`src/rtl/serial_adder_pkg.sv`:
```
// Shared types and constants for the bit-serial adder.
// Holds the FSM state encoding and the default operand width.
package serial_adder_pkg;

   localparam int SERIAL_ADDER_WIDTH_DEFAULT = 8;

   typedef enum logic [1:0] {
      IDLE   = 2'd0,
      SHIFT  = 2'd1,
      FINISH = 2'd2
   } state_t;

endpackage

```
`src/rtl/serial_adder_fa.sv`:
```
// One-bit full-adder cell used as the serial adder's arithmetic core.
// Pure combinational: sum and carry-out of a, b and carry-in c.
module full_ad (
   input  logic a,
   input  logic b,
   input  logic c,
   output logic s,
   output logic co
);

   logic w_p;

   assign w_p = a ^ b;
   assign s   = w_p ^ c;
   assign co  = (a & b) | (c & w_p);

endmodule

```
`src/rtl/serial_adder.sv`:
```
// Bit-serial adder: one bit per cycle, LSB first, through one full_ad.
// Optional signed-overflow output enabled by SERIAL_ADDER_OVF_EN.
module serial_adder
   import serial_adder_pkg::*;
#(
   parameter int WIDTH = SERIAL_ADDER_WIDTH_DEFAULT
) (
   input  logic             clk,
   input  logic             rst_n,
   input  logic             start,
   input  logic [WIDTH-1:0] a,
   input  logic [WIDTH-1:0] b,
   input  logic             cin,
   output logic             busy,
   output logic             done,
   output logic [WIDTH-1:0] sum,
`ifdef SERIAL_ADDER_OVF_EN
   output logic             cout,
   output logic             ovf
`else
   output logic             cout
`endif
);

   localparam int CW = $clog2(WIDTH + 1);
   localparam logic [CW-1:0] LAST = CW'(WIDTH - 1);

   state_t           r_state;
   state_t           w_next;
   logic [WIDTH-1:0] r_a;
   logic [WIDTH-1:0] r_b;
   logic [WIDTH-1:0] r_sum;
   logic             r_carry;
   logic [CW-1:0]    r_cnt;
   logic             w_s;
   logic             w_co;
   logic             w_last;
   logic             w_busy;
   logic             w_done;

   full_ad u_fa (
      .a  (r_a[0]),
      .b  (r_b[0]),
      .c  (r_carry),
      .s  (w_s),
      .co (w_co)
   );

   assign w_last = (r_cnt == LAST);

   always_ff @(posedge clk) begin
      if (!rst_n) begin
         r_state <= IDLE;
      end else begin
         r_state <= w_next;
      end
   end

   always_comb begin
      w_next = r_state;
      case (r_state)
         IDLE:    if (start) w_next = SHIFT;
         SHIFT:   if (w_last) w_next = FINISH;
         FINISH:  w_next = IDLE;
         default: w_next = IDLE;
      endcase
   end

   always_comb begin
      w_busy = 1'b0;
      w_done = 1'b0;
      case (r_state)
         SHIFT:   w_busy = 1'b1;
         FINISH: begin
            w_busy = 1'b1;
            w_done = 1'b1;
         end
         default: ;
      endcase
   end

   always_ff @(posedge clk) begin
      if (!rst_n) begin
         r_a     <= '0;
         r_b     <= '0;
         r_sum   <= '0;
         r_carry <= 1'b0;
         r_cnt   <= '0;
      end else begin
         case (r_state)
            IDLE: begin
               if (start) begin
                  r_a     <= a;
                  r_b     <= b;
                  r_carry <= cin;
                  r_cnt   <= '0;
                  r_sum   <= '0;
               end
            end
            SHIFT: begin
               // Sum bits enter at the MSB so bit 0 lands at the LSB last.
               r_sum   <= {w_s, r_sum[WIDTH-1:1]};
               r_a     <= r_a >> 1;
               r_b     <= r_b >> 1;
               r_carry <= w_co;
               r_cnt   <= r_cnt + CW'(1);
            end
            default: ;
         endcase
      end
   end

`ifdef SERIAL_ADDER_OVF_EN
   logic r_ovf;

   // On the MSB cycle r_carry is the carry into the MSB.
   always_ff @(posedge clk) begin
      if (!rst_n) begin
         r_ovf <= 1'b0;
      end else if (r_state == IDLE && start) begin
         r_ovf <= 1'b0;
      end else if (r_state == SHIFT && w_last) begin
         r_ovf <= r_carry ^ w_co;
      end
   end

   assign ovf = r_ovf;
`endif

   assign busy = w_busy;
   assign done = w_done;
   assign sum  = r_sum;
   assign cout = r_carry;

endmodule

```
`config.mk`:
```
export PLATFORM = sky130hd
export DESIGN_NAME = serial_adder
export DESIGN_NICKNAME = d
export VERILOG_FILES = /design/src/rtl/serial_adder_pkg.sv /design/src/rtl/serial_adder_fa.sv /design/src/rtl/serial_adder.sv
export SDC_FILE = /design/constraint.sdc
export NUM_CORES = 1
export LEC_CHECK = 0
export ABC_AREA = 1
export CAP_MARGIN = 20
export CELL_PAD_IN_SITES_DETAIL_PLACEMENT = 0
export CELL_PAD_IN_SITES_GLOBAL_PLACEMENT = 1
export CORE_MARGIN = 2
export CORE_UTILIZATION = 37
export DETAILED_ROUTE_END_ITERATION = 16
export PLACE_DENSITY_LB_ADDON = 0.25
export RECOVER_POWER = 50
export SLEW_MARGIN = 10
export SYNTH_ARGS = -nofsm -noshare
export SYNTH_HDL_FRONTEND = slang
export SYNTH_SLANG_ARGS = --single-unit
export TNS_END_PERCENT = 30
```
`constraint.sdc`:
```
create_clock -name clk -period 3.5 [get_ports clk]
set_input_delay 0.7 -clock clk [delete_from_list [all_inputs] [get_ports clk]]
set_output_delay 0.7 -clock clk [all_outputs]
set_load 0.005 [all_outputs]
```
==> key figures <==
Cells and area
  – Final nets: roughly 270
  – Finished Layout Cells: 291
  – Filler cells: roughly 410
  – Final instance area: 1880 µm²
  – Commonest non-fill, non-tap cells in the layout: 72 x nand2_1, 37 x nor2_1, 31 x dfxtp_1, 20 x clkdlybuf4s50_1, 17 x o21ai_0
  – Leading cell type in the layout, fill and taps excluded: nand2_1
  – Antenna diode count: 0
  – Share of cells above drive strength 1: 5.35%
  – Layout area overhead: 29.3%

Worst setup path
  – CP max stage cell: o21ai_0
  – CP max stage delay: 1.00 ns
  – Reg2reg end: sum[1]$_SDFFE_PN0P_
  – Startpoint Class: register
  – Worst-path cell chain: inv_1, ha_1, o21ai_0, buf_4, nand2_1, a21oi_1
  – R2R Setup Slk: 0.94 ns
  – Critical R2R Launch: r_state[1]$_SDFFE_PN0P_
  – WP data arrival: approximately 2.8 ns
  – Reg2Reg Depth: 6
  – Nature of the critical path endpoint: register
  – WS Path Type: register to register
  – Crit Path Max Fanout: 18
  – Critical Path RT: 3.71 ns

Power and ir drop
  – Switching power: 0.543 mW
  – Int Pwr: 0.898 mW
  – Pleak: 0.836 nW
  – Sequential fraction of design power: 35.7%
  – Sw Share: 37.7%
  – PD cells: 768 nW/µm²
  – Final Total Pwr: 1.44 mW
  – Logic pwr share: 39.1%
  – Clock network power share: between 20% and 30%
  – Worst vdd ir: ~0.29 mV

Yosys
  – Synthesis Warnings: 0
  – Main combinational cell family by area after synthesis: simple AND/OR/NAND/NOR gates
  – Xor/xnor share of the synthesized area: 0%
  – Unique masters post-synth: 20
  – Post-Synthesis Cells: 214
  – Syn Area/Cell: 6.78 µm²
  – Register bit count reported by yosys: 31
  – Synthesized Nets: 240
  – Synth Area in Adders: 5.69%
  – Netlist Area Pre-Place: 1450 µm²
  – Post-synthesis mux area share: 0%
  – Area fraction in compound gates after synthesis: about an eighth
  – Register area share after synthesis: 42.8%
  – Simple-gate portion of the synthesized area: 31.5%

Clocking
  – TritonCTS clock tree: built
  – CTS Sinks: 31
  – PostCTS Resize Cnt: 0
  – Inserted Clock Buffers: 5
  – Clk root buf: clkbuf_8
  – Max H-tree Level: 2
  – Hold_buf cts: 0
  – Worst-Skew Late Latency: between 0.2 and 0.3 ns
  – CTS max path bufs: 2
  – Clk slew on worst S/H paths: about 0.07 ns
  – Post-CTS Setup Bufs: 0

Routing
  – Drt wl/cell: 10.9 µm
  – ANT nets after route: 0
  – Wirelength, routed: 3.16 mm
  – Drt first pass iters: 4
  – Vias: 1325
  – Via density: 4.55
  – Starting DRC count in detailed routing: 92
  – Drt drc: 0

Timing
  – Period minus WS final: ~2.6 ns
  – Setup violations, final: 0
  – Hold Fails Final Rpt: 0
  – Max Slew Vio Count: 0
  – Max Clk Rate: 391 MHz
  – Total negative slack: 0 ns
  – Final Skew: 0.00510 ns
  – RSZ-0062 raised after global routing: false
  – Relative slew margins: between 20% and 30%
  – Tightest Pin Transition: 1.15 ns
  – Period utilisation layout: 73.2%

Placed design
  – Number of buffers added on ports: 30
  – GPL Wtd Cong: 0.737
  – Post-DP HPWL: 2.05 mm
  – Cell Count Post-Placement: 283
  – Placed cell area: ~1800 µm²

Flow run
  – Maxcap violations: 0

Global routing
  – Antenna violations before repair: 0
  – First-pass GRT wire length: 5.31 mm
  – All-Layer GR Usage: 16.2%
  – Largest net degree at the start of global routing: 22
  – GRT overflow: 0
  – Vias in the first global route: around 1200

Min path
  – Worst Hold Depth: 2
  – Worst Hold Launch: sum[0]$_SDFFE_PN0P_
  – Hold endpoint: sum[0]$_SDFFE_PN0P_
  – Hold WC Path Type: register to register

Floorplan
  – Chip height: 66.6 µm
  – Row cnt: 22
  – Total die area: roughly 4400 µm²
  – Io pins: 31
  – Core area: 3720 µm²
  – Die width: 66.6 µm
  – Starting density of the core: roughly two fifths

Run status
  – Status: finished, final reports clean
[layout make-up]
cell class | count | area [µm²] | share of cell area [%]
inverter | 14 | 52.6 | 2.80
timing repair buffer | 32 | 315 | 16.8
clock buffer | 6 | 82.6 | 4.40
multi-input combinational | 158 | 709 | 37.8
tap | 48 | 60.1 | 3.20
sequential | 31 | 621 | 33.1
clock inverter | 2 | 35.0 | 1.87
[registers in the layout, summed over array words and instances, names as in the netlist]
register and cells:
r_cnt 4, cout 1, r_state 2, r_a 8, sum 8, r_b 8
[worst max-delay path, delay by kind of cell (launching register included)]
kind,cells,cell delay [ns]
flip-flops,1,0.36
AO/OA/AOI/OAI,2,1.16
adder cells (fa/ha/maj),1,0.42
AND/OR/NAND/NOR,1,0.07
buffers and inverters,2,0.46
[Yosys cell counts]
cell type,instances,share of area [%]
nand2_2,1,0.43
buf_6,1,0.78
dfxtp_1,31,43
clkinv_1,1,0.26
nor2_1,37,9.6
ha_1,5,4.3
o21ai_1,2,0.69
buf_2,2,0.69
inv_2,1,0.26
nand2_1,72,19
buf_4,3,1.6
a21oi_1,15,5.2
inv_1,12,3.1
fa_1,1,1.4
nand3_1,7,2.4
clkbuf_1,4,1.0
or2_2,1,0.43
clkbuf_2,1,0.34
o21ai_0,16,5.5
o21ai_2,1,0.60
[power groups by stage]
stage,clock network [mW],logic (mW),registers [mW]
2_1_floorplan,0,0.440,0.508
3_3_place_gp,0,0.584,0.519
3_5_place_dp,0,0.581,0.520
4_1_cts,0.374,0.585,0.514
5_1_grt,0.392,0.658,0.526
6_report,0.363,0.563,0.514
[routing by layer]
| metal | GRT usage (%) | vias to the layer above | part of all wire [%] |
|---|---|---|---|
| met5 | 0 | - | 0 |
| met4 | 6.89 | 0 | 1.7 |
| met3 | 5.07 | 7 | 5.0 |
| met2 | 25.9 | 28 | 45 |
| met1 | 20.1 | 572 | 49 |
| li1 | - | 718 | - |
[metrics by stage]
step | utilization (%) | hold WS [ns] | worst slack (ns)
4_1_cts | 50.6 | 0.469 | 1.28
5_1_grt | 50.5 | 0.494 | 0.666
6_report | 50.5 | 0.464 | 0.939
2_1_floorplan | - | 0.446 | 2.10
3_3_place_gp | 47.4 | 0.457 | 1.32
3_5_place_dp | 47.4 | 0.457 | 1.25
[worst max-delay path by stage]
stage | startpoint | endpoint | cells past startpoint
2_1_floorplan | r_state[0]$_SDFFE_PN0P_ | busy | 2
4_1_cts | r_state[0]$_SDFFE_PN0P_ | busy | 3
3_3_place_gp | rst_n | sum[3]$_SDFFE_PN0P_ | 3
6_report | r_state[1]$_SDFFE_PN0P_ | sum[1]$_SDFFE_PN0P_ | 6
5_1_grt | r_state[1]$_SDFFE_PN0P_ | r_b[7]$_SDFFE_PN0P_ | 6
3_5_place_dp | rst_n | sum[6]$_SDFFE_PN0P_ | 3
[kinds of logic (layout without fill, tap and decap cells)]
family / Yosys count / count (layout)
compound gates: 34 / 34
simple gates: 118 / 118
fa+ha+maj: 6 / 6
buf+inv: 25 / 54
flops: 31 / 31
(Power assumes the default switching activity.)
